--- src/rtl/ml_ahb_arb_pkg.sv ---
// Shared types, state encodings and weight helpers for the weighted round-robin
// slave-port arbiter of the multilayer AHB matrix.
package ml_ahb_arb_pkg;

  // Upper bounds used to size the helper functions independently of the instance.
  localparam int unsigned MAX_MASTERS      = 16;
  localparam int unsigned MAX_WEIGHT_WIDTH = 16;

  typedef logic [MAX_MASTERS*MAX_WEIGHT_WIDTH-1:0] weight_vec_t;
  typedef logic [MAX_WEIGHT_WIDTH-1:0]             weight_t;

  // Arbiter states, kept as plain constants for legacy tool flows.
  localparam logic [0:0] ARB_IDLE  = 1'b0;
  localparam logic [0:0] ARB_OWNED = 1'b1;

  // Extract field idx of a packed weight vector whose fields are width bits wide.
  function automatic weight_t F_WEIGHT_FIELD(input weight_vec_t weights,
                                             input int unsigned idx,
                                             input int unsigned width);
    weight_vec_t shifted;
    shifted = weights >> (idx * width);
    return shifted[MAX_WEIGHT_WIDTH-1:0] & weight_t'((32'd1 << width) - 32'd1);
  endfunction

  // Effective weight: a programmed zero still grants one transaction per turn.
  function automatic weight_t F_WEFF(input weight_t w);
    return (w == '0) ? weight_t'(1) : w;
  endfunction

endpackage

--- src/rtl/ml_ahb_wrr_arb_if.sv ---
// Request/grant bundle between the per-master decode and the slave-port arbiter.
interface ml_ahb_wrr_arb_if #(
  parameter int unsigned NB_MASTER_PORT = 4,
  parameter int unsigned IDX_WIDTH      = 2,
  parameter int unsigned WEIGHT_WIDTH   = 4
);

  logic [NB_MASTER_PORT-1:0]              mx_sel;
  logic [NB_MASTER_PORT-1:0]              mx_htrans0;
  logic [NB_MASTER_PORT-1:0]              mx_hlock;
  logic                                   hready;
  logic [NB_MASTER_PORT*WEIGHT_WIDTH-1:0] weight;
  logic [NB_MASTER_PORT-1:0]              mx_arb_grant;
  logic                                   grant_valid;
  logic [IDX_WIDTH-1:0]                   grant_idx;
  logic                                   arb_switch;

  // Request side: the decode logic driving the arbiter.
  modport master (
    output mx_sel, mx_htrans0, mx_hlock, hready, weight,
    input  mx_arb_grant, grant_valid, grant_idx, arb_switch
  );

  // Arbiter side.
  modport slave (
    input  mx_sel, mx_htrans0, mx_hlock, hready, weight,
    output mx_arb_grant, grant_valid, grant_idx, arb_switch
  );

endinterface

--- src/rtl/ml_ahb_rr_pick.sv ---
// Combinational round-robin picker: first set request bit at or after start, with wrap.
module ml_ahb_rr_pick #(
  parameter int unsigned NB_MASTER_PORT = 4,
  parameter int unsigned IDX_WIDTH      = 2
) (
  input  logic [NB_MASTER_PORT-1:0] req,
  input  logic [IDX_WIDTH-1:0]      start,
  output logic [NB_MASTER_PORT-1:0] pick,
  output logic [IDX_WIDTH-1:0]      pick_idx,
  output logic                      found
);

  int unsigned         pos;
  logic [IDX_WIDTH-1:0] pos_idx;

  // Scan every offset from start; the first hit wins.
  always_comb begin
    pick     = '0;
    pick_idx = '0;
    found    = 1'b0;
    pos      = 0;
    pos_idx  = '0;
    for (int unsigned i = 0; i < NB_MASTER_PORT; i++) begin
      pos     = (32'(start) + i) % NB_MASTER_PORT;
      pos_idx = IDX_WIDTH'(pos);
      if (!found && req[pos_idx]) begin
        found          = 1'b1;
        pick[pos_idx]  = 1'b1;
        pick_idx       = pos_idx;
      end
    end
  end

endmodule

--- src/rtl/ml_ahb_wrr_arb.sv ---
// Weighted round-robin arbiter sharing one AHB slave port between several masters.
// Bursts (SEQ) and locked sequences of the owner are never interrupted.
module ml_ahb_wrr_arb
  import ml_ahb_arb_pkg::*;
#(
  parameter int unsigned NB_MASTER_PORT = 4,
  parameter int unsigned IDX_WIDTH      = 2,
  parameter int unsigned WEIGHT_WIDTH   = 4
) (
  input logic             hclk,
  input logic             reset,
  ml_ahb_wrr_arb_if.slave bus
);

  localparam logic [IDX_WIDTH-1:0] LAST_IDX_RST = IDX_WIDTH'(NB_MASTER_PORT - 1);

  logic [0:0]                state_q, state_d;
  logic [NB_MASTER_PORT-1:0] grant_q, grant_d;
  logic [IDX_WIDTH-1:0]      grant_idx_q, grant_idx_d;
  logic                      grant_valid_q;
  logic                      switch_q, switch_d;
  logic [WEIGHT_WIDTH-1:0]   cnt_q, cnt_d;
  logic [IDX_WIDTH-1:0]      last_idx_q, last_idx_d;
  logic [NB_MASTER_PORT-1:0] deny_q, deny_d;

  logic [NB_MASTER_PORT-1:0] nseq, pend, own_oh, others, pick_req, pick_oh;
  logic [IDX_WIDTH-1:0]      pick_idx, start_idx;
  logic                      pick_found, owner_sel, hold, keep;
  weight_t                   w_field, w_eff;
  logic [WEIGHT_WIDTH-1:0]   cnt_load;

  // Request decode, hold detection and the candidate set for the picker.
  always_comb begin
    nseq      = bus.mx_sel & ~bus.mx_htrans0;
    pend      = bus.mx_sel | deny_q;
    own_oh    = '0;
    own_oh[grant_idx_q] = 1'b1;
    others    = pend & ~own_oh;
    owner_sel = (state_q == ARB_OWNED) && bus.mx_sel[grant_idx_q];
    hold      = owner_sel && (bus.mx_htrans0[grant_idx_q] || bus.mx_hlock[grant_idx_q]);
    keep      = owner_sel && ((cnt_q != '0) || (others == '0));
    // A requesting owner competes only when displaced, so its bit is masked out.
    pick_req  = owner_sel ? others : pend;
    start_idx = (last_idx_q == LAST_IDX_RST) ? '0 : last_idx_q + 1'b1;
  end

  ml_ahb_rr_pick #(
    .NB_MASTER_PORT (NB_MASTER_PORT),
    .IDX_WIDTH      (IDX_WIDTH)
  ) u_rr_pick (
    .req      (pick_req),
    .start    (start_idx),
    .pick     (pick_oh),
    .pick_idx (pick_idx),
    .found    (pick_found)
  );

  // Quota reload value for the newly picked master.
  always_comb begin
    w_field  = F_WEIGHT_FIELD(weight_vec_t'(bus.weight), 32'(pick_idx), WEIGHT_WIDTH);
    w_eff    = F_WEFF(w_field);
    cnt_load = WEIGHT_WIDTH'(w_eff - 1'b1);
  end

  // Arbitration decision: keep, displace, grant from idle, or release.
  always_comb begin
    state_d     = state_q;
    grant_d     = grant_q;
    grant_idx_d = grant_idx_q;
    last_idx_d  = last_idx_q;
    cnt_d       = cnt_q;
    switch_d    = 1'b0;
    if (!hold) begin
      if (keep) begin
        cnt_d = (cnt_q == '0) ? '0 : cnt_q - 1'b1;
      end else if (pick_found) begin
        state_d     = ARB_OWNED;
        grant_d     = pick_oh;
        grant_idx_d = pick_idx;
        last_idx_d  = pick_idx;
        cnt_d       = cnt_load;
        switch_d    = !((state_q == ARB_OWNED) && (pick_idx == grant_idx_q));
      end else begin
        state_d = ARB_IDLE;
        grant_d = '0;
      end
    end
    // Remember NONSEQ requests that lost, until they are served.
    deny_d = (deny_q | nseq) & ~grant_d;
  end

  // State and output registers; everything freezes while the slave stalls.
  always_ff @(posedge hclk) begin
    if (reset) begin
      state_q       <= ARB_IDLE;
      grant_q       <= '0;
      grant_idx_q   <= '0;
      grant_valid_q <= 1'b0;
      switch_q      <= 1'b0;
      cnt_q         <= '0;
      last_idx_q    <= LAST_IDX_RST;
      deny_q        <= '0;
    end else if (bus.hready) begin
      state_q       <= state_d;
      grant_q       <= grant_d;
      grant_idx_q   <= grant_idx_d;
      grant_valid_q <= |grant_d;
      switch_q      <= switch_d;
      cnt_q         <= cnt_d;
      last_idx_q    <= last_idx_d;
      deny_q        <= deny_d;
    end
  end

  assign bus.mx_arb_grant = grant_q;
  assign bus.grant_valid  = grant_valid_q;
  assign bus.grant_idx    = grant_idx_q;
  assign bus.arb_switch   = switch_q;

endmodule

--- src/flat_wrapper.sv ---
// flat-port wrapper written by rule: the top's interface ports become plain ports
module ml_ahb_wrr_arb_flat import ml_ahb_arb_pkg::*;
#(
  parameter int unsigned NB_MASTER_PORT = 4,
  parameter int unsigned IDX_WIDTH      = 2,
  parameter int unsigned WEIGHT_WIDTH   = 4
)
  (hclk, reset, bus_mx_sel, bus_mx_htrans0, bus_mx_hlock, bus_hready, bus_weight, bus_mx_arb_grant, bus_grant_valid, bus_grant_idx, bus_arb_switch);
  ml_ahb_wrr_arb_if #(.NB_MASTER_PORT(NB_MASTER_PORT), .IDX_WIDTH(IDX_WIDTH), .WEIGHT_WIDTH(WEIGHT_WIDTH)) bus_i ();
  input logic hclk;
  input logic reset;
  input wire logic [$bits(bus_i.mx_sel)-1:0] bus_mx_sel;
  input wire logic [$bits(bus_i.mx_htrans0)-1:0] bus_mx_htrans0;
  input wire logic [$bits(bus_i.mx_hlock)-1:0] bus_mx_hlock;
  input wire logic [$bits(bus_i.hready)-1:0] bus_hready;
  input wire logic [$bits(bus_i.weight)-1:0] bus_weight;
  output wire logic [$bits(bus_i.mx_arb_grant)-1:0] bus_mx_arb_grant;
  output wire logic [$bits(bus_i.grant_valid)-1:0] bus_grant_valid;
  output wire logic [$bits(bus_i.grant_idx)-1:0] bus_grant_idx;
  output wire logic [$bits(bus_i.arb_switch)-1:0] bus_arb_switch;
  assign bus_i.mx_sel = bus_mx_sel;
  assign bus_i.mx_htrans0 = bus_mx_htrans0;
  assign bus_i.mx_hlock = bus_mx_hlock;
  assign bus_i.hready = bus_hready;
  assign bus_i.weight = bus_weight;
  assign bus_mx_arb_grant = bus_i.mx_arb_grant;
  assign bus_grant_valid = bus_i.grant_valid;
  assign bus_grant_idx = bus_i.grant_idx;
  assign bus_arb_switch = bus_i.arb_switch;
  ml_ahb_wrr_arb #(.NB_MASTER_PORT(NB_MASTER_PORT), .IDX_WIDTH(IDX_WIDTH), .WEIGHT_WIDTH(WEIGHT_WIDTH)) u_core (.hclk(hclk), .reset(reset), .bus(bus_i));
endmodule
--- config.mk ---
export PLATFORM = sky130hd
export DESIGN_NAME = ml_ahb_wrr_arb_flat
export DESIGN_NICKNAME = d
export VERILOG_FILES = /design/src/rtl/ml_ahb_arb_pkg.sv /design/src/rtl/ml_ahb_wrr_arb_if.sv /design/src/rtl/ml_ahb_rr_pick.sv /design/src/rtl/ml_ahb_wrr_arb.sv /design/src/flat_wrapper.sv
export SDC_FILE = /design/constraint.sdc
export NUM_CORES = 1
export LEC_CHECK = 0
export BUFFER_PORTS_ARGS = -buffer_cell sky130_fd_sc_hd__clkbuf_2
export CAP_MARGIN = 25
export CORE_MARGIN = 2
export CORE_UTILIZATION = 44
export CTS_BUF_LIST = sky130_fd_sc_hd__clkbuf_16
export DETAILED_ROUTE_END_ITERATION = 6
export GPL_TIMING_DRIVEN = 0
export PLACE_DENSITY_LB_ADDON = 0.08
export SLEW_MARGIN = 20
export SYNTH_ARGS = -nofsm -noshare
export SYNTH_HDL_FRONTEND = slang
export SYNTH_SLANG_ARGS = --single-unit
export TNS_END_PERCENT = 100
--- constraint.sdc ---
create_clock -name hclk -period 4.2 [get_ports hclk]
set_input_delay 0.42 -clock hclk [delete_from_list [all_inputs] [get_ports hclk]]
set_output_delay 0.42 -clock hclk [all_outputs]
set_load 0.01 [all_outputs]
==> impl_metrics.py, run 1 <==
metrics = {
    "run_status": {
        "status": "complete, no violations",
    },
    "power_and_ir_drop": {
        "p_leak_nw": 0.957,
        "power_density_nw_per_um2": 556,
        "ir_worst_vdd_mv": 0.211,
    },
    "job": {
        "maxCapViolCount": 0,
    },
    "grt": {
        "grt_pass1_vias": 1874,
        "gr-usage-all-layers_pct": 21.1,
        "grt_overflow": 0,
        "grt_pass1_wl_um": 8780,
        "antenna_found_initial": 0,
        "grt_max_degree": 13,
    },
    "layout": {
        "num_antenna_cells": 0,
        "final_area_um2": 2300,
        "final_common_cell": "clkbuf_2",
        "drive_above_1_share_pct": 23.4,
        "final_cell_mix": "clkbuf_2, nor2_1, nand2_1, o21ai_0, dfxtp_1",
        "fillers": 448,
        "area_growth_pct": 17.2,
        "fin_nets": 339,
        "final_util_pct": 53.2,
    },
    "setup_path": {
        "cp_num_buf_inv": 3,
        "path_class": "reg -> reg",
        "cp_slowest_cell": "dfxtp_1",
        "worstPathMaxFanout": 10,
        "crit_required_ps": 4370,
        "cp_top_family": "compound AO/OA/AOI/OAI gates",
        "end_kind": "flip-flop",
        "crit_chain": "ha_1 > clkbuf_1 > or2_2 > o21ai_1 > or3_1 > a221o_1 > a21oi_2 > buf_4 > o21ai_1 > a211oi_2 > nor2_1 > ha_1 > inv_1 > o2111ai_1 > mux2_1 > o31ai_1",
        "max_stage_delay_ps": 500,
        "cp.arrival_ps": 4040,
        "startpoint_type": "flip-flop",
    },
    "die": {
        "die_height_um": 70.8,
        "coreArea_um2": 4320,
        "std_cell_rows": 24,
        "fp.dieArea_um2": 5010,
        "die_w_um": 70.8,
        "ioPinCount": 39,
        "start_util_pct": 45.4,
    },
    "clocking": {
        "cts_tree": "yes",
        "clk_pin_slew_ps": 60,
        "cts.sinks": 19,
        "clk_latency_ps": 260,
        "cts_setup_buffers": 0,
        "root_buffer": "clkbuf_16",
        "htreeDepth": 1,
        "numCtsBuffers": 3,
        "postCtsHoldBufs": 0,
        "cts_buffer_depth": 2,
        "cts_resized": 0,
    },
    "timing": {
        "tns_ps": 0,
        "setup_ws_ps": 330,
        "relSlewSlack_pct": 51.6,
        "finalHoldViolCount": 0,
        "fmax_ghz": 0.258,
        "fin_crit_sh_pct": 92.1,
        "setup_viol": 0,
        "rsz0062_at_grt": "false",
        "slew_violations": 0,
        "fin_crit_ps": 3870,
        "skew_ps": 2.55,
        "tightest_slew_ps": 721,
    },
    "placed_design": {
        "gp_congestion": 0.919,
        "pre_cts_ws_ps": 336,
        "dp_hpwl_um": 3950,
        "dpl_cell_area_um2": 2210,
        "numPortBuffers": 37,
    },
    "route": {
        "routed_wirelength_um": 5070,
        "ant_nets": 0,
        "dr.first_iter.drc_count": 102,
        "viasPerCell": 5.86,
        "wire_per_inst_um": 14.4,
        "num_vias": 2057,
        "drc": 0,
        "first_pass_iters": 5,
    },
    "logic_synthesis": {
        "async_reset_ff_share_pct": 0,
        "ys_ff_latch": 19,
        "syn_inst": 258,
        "synth_warnings": 0,
        "synth_edf_count": 0,
        "syn_area_um2": 1960,
        "synth.avg_cell_area_um2": 7.60,
        "synthesis.nets": 297,
        "synth-main-ff-cell": "dfxtp_1",
        "seq_area_frac_synth_pct": 19.4,
        "synth_cell_type_count": 62,
    },
    "worst_hold_path": {
        "hold_class": "in -> reg",
    },
}
path summary, 6_finish.rpt:
kind / startpoint / endpoint / slack (ps) / depth (start not counted)
worst min register to register: u_core.bus.mx_arb_grant[2]$_SDFFE_PP0P_ / u_core.bus.mx_arb_grant[2]$_SDFFE_PP0P_ / 470 / 2
worst min-delay path: reset / u_core.cnt_q[2]$_SDFFE_PP0P_ / 380 / 2
worst max-delay path: u_core.last_idx_q[0]$_SDFFE_PP1P_ / u_core.cnt_q[2]$_SDFFE_PP0P_ / 330 / 16
worst max register to register: u_core.last_idx_q[0]$_SDFFE_PP1P_ / u_core.cnt_q[2]$_SDFFE_PP0P_ / 330 / 16
synthesized netlist by cell type, types with 2 or more instances:
library cell | instances | area [µm²]
a211o_1 | 2 | 17.5
a211oi_1 | 7 | 52.6
a21oi_1 | 13 | 65.1
a21oi_2 | 2 | 17.5
a221oi_1 | 2 | 17.5
a22oi_1 | 4 | 30.0
a22oi_2 | 2 | 25.0
a31oi_1 | 7 | 43.8
and2_1 | 3 | 18.8
and3_1 | 3 | 18.8
and4b_1 | 2 | 20.0
buf_4 | 2 | 15.0
clkbuf_1 | 8 | 30.0
dfxtp_1 | 19 | 380
ha_1 | 8 | 100
inv_1 | 8 | 30.0
mux2i_1 | 6 | 60.1
mux4_1 | 2 | 52.6
mux4_2 | 2 | 45.0
nand2_1 | 28 | 105
nand3_1 | 4 | 20.0
nor2_1 | 30 | 113
nor2b_1 | 4 | 25.0
nor3_1 | 13 | 65.1
nor3b_1 | 2 | 15.0
nor4_1 | 2 | 12.5
o2111a_1 | 3 | 33.8
o2111ai_1 | 4 | 35.0
o211ai_1 | 4 | 30.0
o21ai_0 | 20 | 100
o21ai_1 | 3 | 15.0
o31ai_1 | 2 | 15.0
o31ai_2 | 2 | 25.0
or2_2 | 7 | 43.8
registers in the layout, indices dropped and copies added, names as in the netlist:
register / flops
u_core.bus.grant_idx: 2
u_core.last_idx_q: 2
u_core.deny_q: 4
u_core.bus.arb_switch: 1
u_core.bus.grant_valid: 1
u_core.bus.mx_arb_grant: 4
u_core.state_q: 1
u_core.cnt_q: 4
area by class of cell:
cell class,instances,area [µm²],share of cell area [%]
clock buffer,3,75.1,3.26
inverter,8,30.0,1.31
clock inverter,1,7.51,0.326
tap,52,65.1,2.83
buffer,12,55.1,2.39
multi-input combinational,219,1500,65.3
sequential,19,380,16.5
timing repair buffer,37,185,8.05
worst reg2reg max path: cells and delay by family (launching register included):
family	cells	cell delay (ps)
AOI/OAI and AO/OA	7	1250
adders and majority gates	2	390
buffers and inverters	3	610
DFF	1	500
muxes	1	320
and+or+nand+nor	3	710
metal layers:
metal | GRT usage [%] | up-vias | share of wire [%]
met5 | 0 | - | 0
met4 | 5.03 | 0 | 1.1
met3 | 1.99 | 5 | 4.2
met2 | 32.8 | 53 | 44
met1 | 31.5 | 933 | 51
li1 | - | 1066 | -
cells by family (layout without fill, tap and decap cells):
logic type,after synthesis,count (layout),share of synthesized area [%]
compound gates,91,91,33.9
buf+inv,20,61,4.34
fa+ha+maj,8,8,5.10
flops,19,19,19.4
simple gates,106,106,27.2
xor+xnor,2,2,0.893
mux,12,12,9.18
power by group:
| group | switching (mW) | total (mW) | leakage (nW) | internal (mW) |
|---|---|---|---|---|
| Sequential | 0.0515 | 0.279 | 0.156 | 0.228 |
| Combinational | 0.459 | 0.795 | 0.763 | 0.337 |
| Clock | 0.0743 | 0.203 | 0.0371 | 0.129 |
| Total | 0.584 | 1.28 | 0.957 | 0.694 |
stage by stage:
stage	power (mW)	hold WS (ps)	cells
after global placement	1.07	463	347
final	1.28	382	351
after CTS	1.28	387	351
after global routing	1.39	400	351
after floorplan	0.892	458	258
after detailed placement	1.07	463	347
(Power assumes the default switching activity.)
==> inputs of run 2 (changes only) <==
--- a/config.mk
+++ b/config.mk
@@ -7,7 +7,7 @@
 export LEC_CHECK = 0
 export BUFFER_PORTS_ARGS = -buffer_cell sky130_fd_sc_hd__clkbuf_2
 export CAP_MARGIN = 25
-export CORE_MARGIN = 2
+export CORE_MARGIN = 8
 export CORE_UTILIZATION = 44
 export CTS_BUF_LIST = sky130_fd_sc_hd__clkbuf_16
 export DETAILED_ROUTE_END_ITERATION = 6
@@ -16,5 +16,6 @@
 export SLEW_MARGIN = 20
 export SYNTH_ARGS = -nofsm -noshare
 export SYNTH_HDL_FRONTEND = slang
+export SYNTH_HIERARCHICAL = 1
 export SYNTH_SLANG_ARGS = --single-unit
 export TNS_END_PERCENT = 100
==> run 2 against run 1 <==
Against the previous run: worst hold slack improved by 84 ps; critical path depth grew 2; sequential power up 10%; count of clock-buffer cells in the layout did not move; clock power is 2% lower; critical path type unchanged; largest cell class unchanged; highest routed layer unchanged.
==> impl_metrics.py, run 2 <==
metrics = {
    "run_status": {
        "status": "complete, no violations",
    },
    "die": {
        "coreArea_um2": 4000,
        "std_cell_rows": 23,
        "start_util_pct": 45.6,
        "die_w_um": 80.4,
        "die_height_um": 80.4,
        "fp.dieArea_um2": 6460,
        "ioPinCount": 39,
    },
    "layout": {
        "fin_nets": 292,
        "area_growth_pct": 24.8,
        "num_antenna_cells": 0,
        "final_cell_mix": "clkbuf_2, dfxtp_1, nor2_1",
        "final_common_cell": "clkbuf_2",
        "layoutNonFillerInstCount": 303,
        "drive_above_1_share_pct": 33.2,
    },
    "grt": {
        "grt_overflow": 0,
        "grt_pass1_wl_um": 7890,
        "antenna_found_initial": 0,
        "grt_pass1_vias": 1675,
        "gr-usage-all-layers_pct": 14.8,
        "grt_max_degree": 11,
    },
    "setup_path": {
        "startpoint_type": "flip-flop",
        "max_stage_delay_ps": 550,
        "crit_required_ps": 4390,
        "cp.arrival_ps": 4180,
        "path_class": "reg -> reg",
        "end_kind": "flip-flop",
        "worstPathMaxFanout": 10,
        "cp_slowest_cell": "mux4_2",
        "crit_chain": "ha_4 > nor2_4 > buf_8 > clkinvlp_4 > ha_4 > mux4_2 > buf_6 > and2b_2 > o21ai_0 > o31ai_1 > buf_4 > mux4_2 > nor3_2 > nor2_1 > ha_1 > xnor2_1 > a311o_1 > a21oi_2",
    },
    "logic_synthesis": {
        "synth_area_leaders": "dfxtp_1, mux4_2, ha_1",
        "syn_inst": 202,
        "async_reset_ff_share_pct": 0,
        "syn_area_um2": 1820,
        "synth_warnings": 6,
        "synth_top_area_cell": "dfxtp_1",
        "seq_area_frac_synth_pct": 20.9,
        "synth_top_area_share_pct": 20.9,
        "synth_cell_type_count": 56,
        "synth-main-ff-cell": "dfxtp_1",
        "synth.avg_cell_area_um2": 9.03,
        "synthesis.nets": 240,
        "synth_edf_count": 0,
        "ys_ff_latch": 19,
        "synth_common_cells": "dfxtp_1, nor2_1, a21oi_1, inv_1, nand2_1",
    },
    "clocking": {
        "cts_buffer_depth": 2,
        "clk_latency_ps": 250,
        "cts.sinks": 19,
        "cts_tree": "yes",
        "numCtsBuffers": 3,
        "clk_pin_slew_ps": 60,
        "root_buffer": "clkbuf_16",
        "htreeDepth": 1,
        "postCtsHoldBufs": 0,
    },
    "timing": {
        "fin_crit_ps": 3990,
        "fmax_ghz": 0.251,
        "tns_ps": 0,
        "fin_crit_sh_pct": 95.0,
        "finalHoldViolCount": 0,
        "setup_viol": 0,
        "holdWs_ps": 467,
        "slew_violations": 0,
        "skew_ps": 5.18,
        "relSlewSlack_pct": 64.5,
        "tightest_slew_ps": 526,
    },
    "placed_design": {
        "numPortBuffers": 37,
        "dp_hpwl_um": 3770,
        "place_inst": 289,
        "gp_congestion": 0.834,
    },
    "route": {
        "routed_wirelength_um": 4760,
        "first_pass_iters": 4,
        "wire_per_inst_um": 15.7,
        "dr.first_iter.drc_count": 93,
        "ant_nets": 0,
        "viasPerCell": 5.66,
        "drc": 0,
        "num_vias": 1715,
    },
    "power_and_ir_drop": {
        "ir_worst_vdd_mv": 0.525,
        "power_density_nw_per_um2": 887,
        "p_leak_nw": 0.902,
    },
    "worst_hold_path": {
        "hold_class": "in -> reg",
    },
    "job": {
        "maxCapViolCount": 0,
    },
}
run 2: kinds of logic (layout without fill, tap and decap cells):
group | after synthesis | in the layout | synth area share [%]
compound gates | 68 | 68 | 29.4
simple gates | 63 | 63 | 20.4
buf+inv | 25 | 76 | 7.13
flops | 19 | 19 | 20.9
mux | 17 | 17 | 16.0
fa+ha+maj | 7 | 7 | 4.80
xor+xnor | 3 | 3 | 1.44
run 2: final timing paths:
| kind | slack, ps | from | cells past startpoint | to |
|---|---|---|---|---|
| worst max-delay path | 210 | u_core/last_idx_q[0]$_SDFFE_PP1P_ | 18 | u_core/cnt_q[2]$_SDFFE_PP0P_ |
| worst min-delay path | 470 | reset | 3 | u_core/last_idx_q[0]$_SDFFE_PP1P_ |
| worst max register to register | 210 | u_core/last_idx_q[0]$_SDFFE_PP1P_ | 18 | u_core/cnt_q[2]$_SDFFE_PP0P_ |
| worst min register to register | 490 | u_core/bus.arb_switch$_SDFFE_PP0P_ | 2 | u_core/bus.arb_switch$_SDFFE_PP0P_ |
run 2: routing by layer:
layer	up-vias	track usage (%)	part of all wire, %	wire, µm
met5	-	0	0	0
met4	0	2.91	0.32	15
met3	2	3.24	6.0	286
met2	37	22.7	45	2130
met1	796	20.6	49	2320
li1	880	-	-	-
run 2: area by class of cell:
class / instances / area (µm²)
multi-input cells: 158 / 1350
plain buffers: 12 / 87.6
inverters: 13 / 55.1
well taps: 50 / 62.6
fillers: 391 / 1720
clock buffers: 3 / 75.1
clock inverters: 1 / 3.75
flip-flops and latches: 19 / 380
repair buffers: 47 / 260
run 2: timing repair:
action / CTS / global route
gates resized for setup: 2 / 8
endpoints found under the setup margin: 1 / 2
setup buffers: 0 / 10
pin swaps: 0 / 2
run 2: power by group:
part           switching (mW)  internal [mW]  total, mW
combinational           0.756          0.758       1.51
sequential             0.0676          0.239      0.307
clock                  0.0709          0.127      0.198
run 2: critical path: cells and delay by family, from the launching register on:
kind / cells / cell delay (ps)
muxes: 2 / 850
adders and majority gates: 3 / 670
xor gates and xnor gates: 1 / 120
AOI/OAI and AO/OA: 4 / 660
DFF: 1 / 370
and+or+nand+nor: 4 / 640
buffers and inverters: 4 / 610
run 2: stage by stage:
stage          area [µm²]  setup slack (ps)  util, %  total power, mW
2_1_floorplan        1820               305        -             1.39
4_1_cts              2160              33.8     53.9             1.85
3_5_place_dp         2070             -81.7     51.8             1.64
6_report             2280               212     56.9             2.02
5_1_grt              2280             -14.5     56.9             2.22
3_3_place_gp         2070             -86.9     51.8             1.63
==> inputs of run 3 (changes only) <==
--- a/config.mk
+++ b/config.mk
@@ -9,9 +9,9 @@
 export CAP_MARGIN = 25
 export CORE_MARGIN = 8
 export CORE_UTILIZATION = 44
-export CTS_BUF_LIST = sky130_fd_sc_hd__clkbuf_16
+export CTS_CLUSTER_SIZE = 24
 export DETAILED_ROUTE_END_ITERATION = 6
-export GPL_TIMING_DRIVEN = 0
+export GPL_TIMING_DRIVEN = 1
 export PLACE_DENSITY_LB_ADDON = 0.08
 export SLEW_MARGIN = 20
 export SYNTH_ARGS = -nofsm -noshare
==> run 3 against run 2 <==
Against the previous run: final area decreased by 8.5%; utilization is 4.8 points lower; combinational power fell by 12%; cell count decreased by 5.3%; first-iteration DRC count is 110% higher; via count stayed put; highest routed layer unchanged; sequential share of layout area rose by 1.6 points; power decreased by 12%.
==> impl_metrics.py, run 3 (same netlist as run 2, synthesis figures left out) <==
metrics = {
    "run_status": {
        "status": "complete, no violations",
    },
    "route": {
        "num_vias": 1715,
        "viasPerCell": 5.98,
        "wire_per_inst_um": 17.3,
        "first_pass_iters": 4,
        "drc": 0,
        "ant_nets": 0,
        "dr.first_iter.drc_count": 193,
        "routed_wirelength_um": 4960,
    },
    "setup_path": {
        "cp_num_buf_inv": 0,
        "cp.arrival_ps": 4090,
        "end_kind": "flip-flop",
        "crit_start": "u_core/bus.grant_idx[1]$_SDFFE_PP0P_",
        "ff2ff_setup_slack_ps": 310,
        "critical_path_cell_count": 13,
        "path_class": "reg -> reg",
        "worstPathMaxFanout": 13,
        "endpoint": "u_core/cnt_q[2]$_SDFFE_PP0P_",
        "r2r-end": "u_core/cnt_q[2]$_SDFFE_PP0P_",
        "crit_chain": "nand2_1 > o22a_1 > mux4_2 > nor4b_4 > nor2_1 > a32o_1 > mux4_2 > nor3_1 > nor2_1 > ha_1 > xnor2_1 > a311o_1 > a21oi_2",
        "startpoint_type": "flip-flop",
        "reg2reg_depth": 13,
        "cp_slowest_cell": "mux4_2",
        "crit_required_ps": 4400,
        "cp_top_family": "compound AO/OA/AOI/OAI gates",
        "r2r-start": "u_core/bus.grant_idx[1]$_SDFFE_PP0P_",
        "max_stage_delay_ps": 640,
    },
    "die": {
        "die_height_um": 80.4,
        "std_cell_rows": 23,
        "coreArea_um2": 4000,
        "die_w_um": 80.4,
        "start_util_pct": 45.6,
        "fp.dieArea_um2": 6460,
        "ioPinCount": 39,
    },
    "clocking": {
        "clk_latency_ps": 270,
        "cts.sinks": 19,
        "cts_setup_buffers": 0,
        "cts_tree": "yes",
        "cts_resized": 0,
        "clk_pin_slew_ps": 70,
        "htreeDepth": 1,
        "root_buffer": "clkbuf_8",
        "postCtsHoldBufs": 0,
        "numCtsBuffers": 3,
        "cts_buffer_depth": 2,
    },
    "layout": {
        "area_growth_pct": 14.1,
        "fin_nets": 276,
        "final-seq-area_um2": 380,
        "fillers": 395,
        "drive_above_1_share_pct": 29.1,
        "multiInputGateArea_um2": 1310,
        "final_area_um2": 2080,
        "final_common_cell": "clkbuf_2",
        "final_cell_mix": "clkbuf_2, nor2_1, dfxtp_1",
        "num_antenna_cells": 0,
    },
    "grt": {
        "grt_overflow": 0,
        "grt_pass1_wl_um": 7980,
        "antenna_found_initial": 0,
        "grt_max_degree": 18,
        "grt_pass1_vias": 1670,
        "grtUsageMet1_pct": 20.3,
        "gr-usage-all-layers_pct": 15.2,
        "use_met2_pct": 23.8,
        "met3_usage_pct": 3.24,
        "grt_busiest_layer": "met2",
    },
    "timing": {
        "relSlewSlack_pct": 58.8,
        "fin_crit_sh_pct": 92.7,
        "finalHoldViolCount": 0,
        "slew_violations": 0,
        "tns_ps": 0,
        "tightest_slew_ps": 618,
        "rsz0062_at_grt": "false",
        "fin_crit_ps": 3890,
        "setup_viol": 0,
        "skew_ps": 12.4,
        "fmax_ghz": 0.257,
    },
    "placed_design": {
        "dpl_cell_area_um2": 2040,
        "gp_congestion": 0.950,
        "dp_hpwl_um": 3970,
        "numPortBuffers": 38,
    },
    "worst_hold_path": {
        "worstHoldStart": "u_core/bus.arb_switch$_SDFFE_PP0P_",
        "hold_class": "reg -> reg",
    },
    "power_and_ir_drop": {
        "power_density_nw_per_um2": 850,
        "p_leak_nw": 0.816,
        "ir_worst_vdd_mv": 0.591,
    },
    "job": {
        "maxCapViolCount": 0,
    },
}
-- run 3: cell count changes in the layout (fill, tap and decap cells not counted), moves of 2 or more --
| cell | previous run | this run |
|---|---|---|
| ha_1 | 5 | 7 |
| clkbuf_16 | 3 | 0 |
| buf_4 | 11 | 5 |
| ha_4 | 2 | 0 |
| clkbuf_1 | 4 | 0 |
| clkbuf_8 | 0 | 3 |
| buf_6 | 3 | 0 |
-- run 3: worst min path at each step --
stage	slack [ps]	endpoint	depth (start not counted)
after floorplan	440	u_core/last_idx_q[1]$_SDFFE_PP1P_	2
after global placement	460	u_core/last_idx_q[1]$_SDFFE_PP1P_	2
after detailed placement	480	u_core/bus.arb_switch$_SDFFE_PP0P_	2
after CTS	490	u_core/bus.arb_switch$_SDFFE_PP0P_	2
after global routing	520	u_core/bus.arb_switch$_SDFFE_PP0P_	2
final	480	u_core/bus.arb_switch$_SDFFE_PP0P_	2
-- run 3: where the power goes --
group / switching, mW / internal [mW]
Combinational: 0.717 / 0.612
Clock: 0.0666 / 0.0662
Sequential: 0.0675 / 0.239
-- run 3: area by class of cell --
| cell class | count | share of cell area (%) |
|---|---|---|
| clock buffers | 3 | 1.98 |
| multi-input cells | 158 | 63.1 |
| clock inverters | 1 | 0.240 |
| well taps | 50 | 3.00 |
| inverters | 13 | 2.46 |
| flip-flops and latches | 19 | 18.3 |
| repair buffers | 43 | 10.9 |
-- run 3: routing by layer --
metal  up-vias  part of all wire [%]
met3         6                   6.0
met2        54                    47
met5         -                     0
li1        845                     -
met4         0                  0.93
met1       810                    46
-- run 3: metrics by stage --
stage               cells  worst slack (ps)  utilization, %  power, mW  hold WS (ps)
floorplan             202               305               -       1.39           436
global placement      283               417            50.9       1.58           458
detailed placement    283               297            50.9       1.62           479
CTS                   287               325            52.0       1.77           489
global route          287              41.1            52.0       1.92           519
finish                287               308            52.0       1.77           482
-- run 3: worst min-delay path, cell delays in order, from the launching register on --
cell	delay [ps]
dfxtp_1	310
nand2_1	60
a21oi_1	60
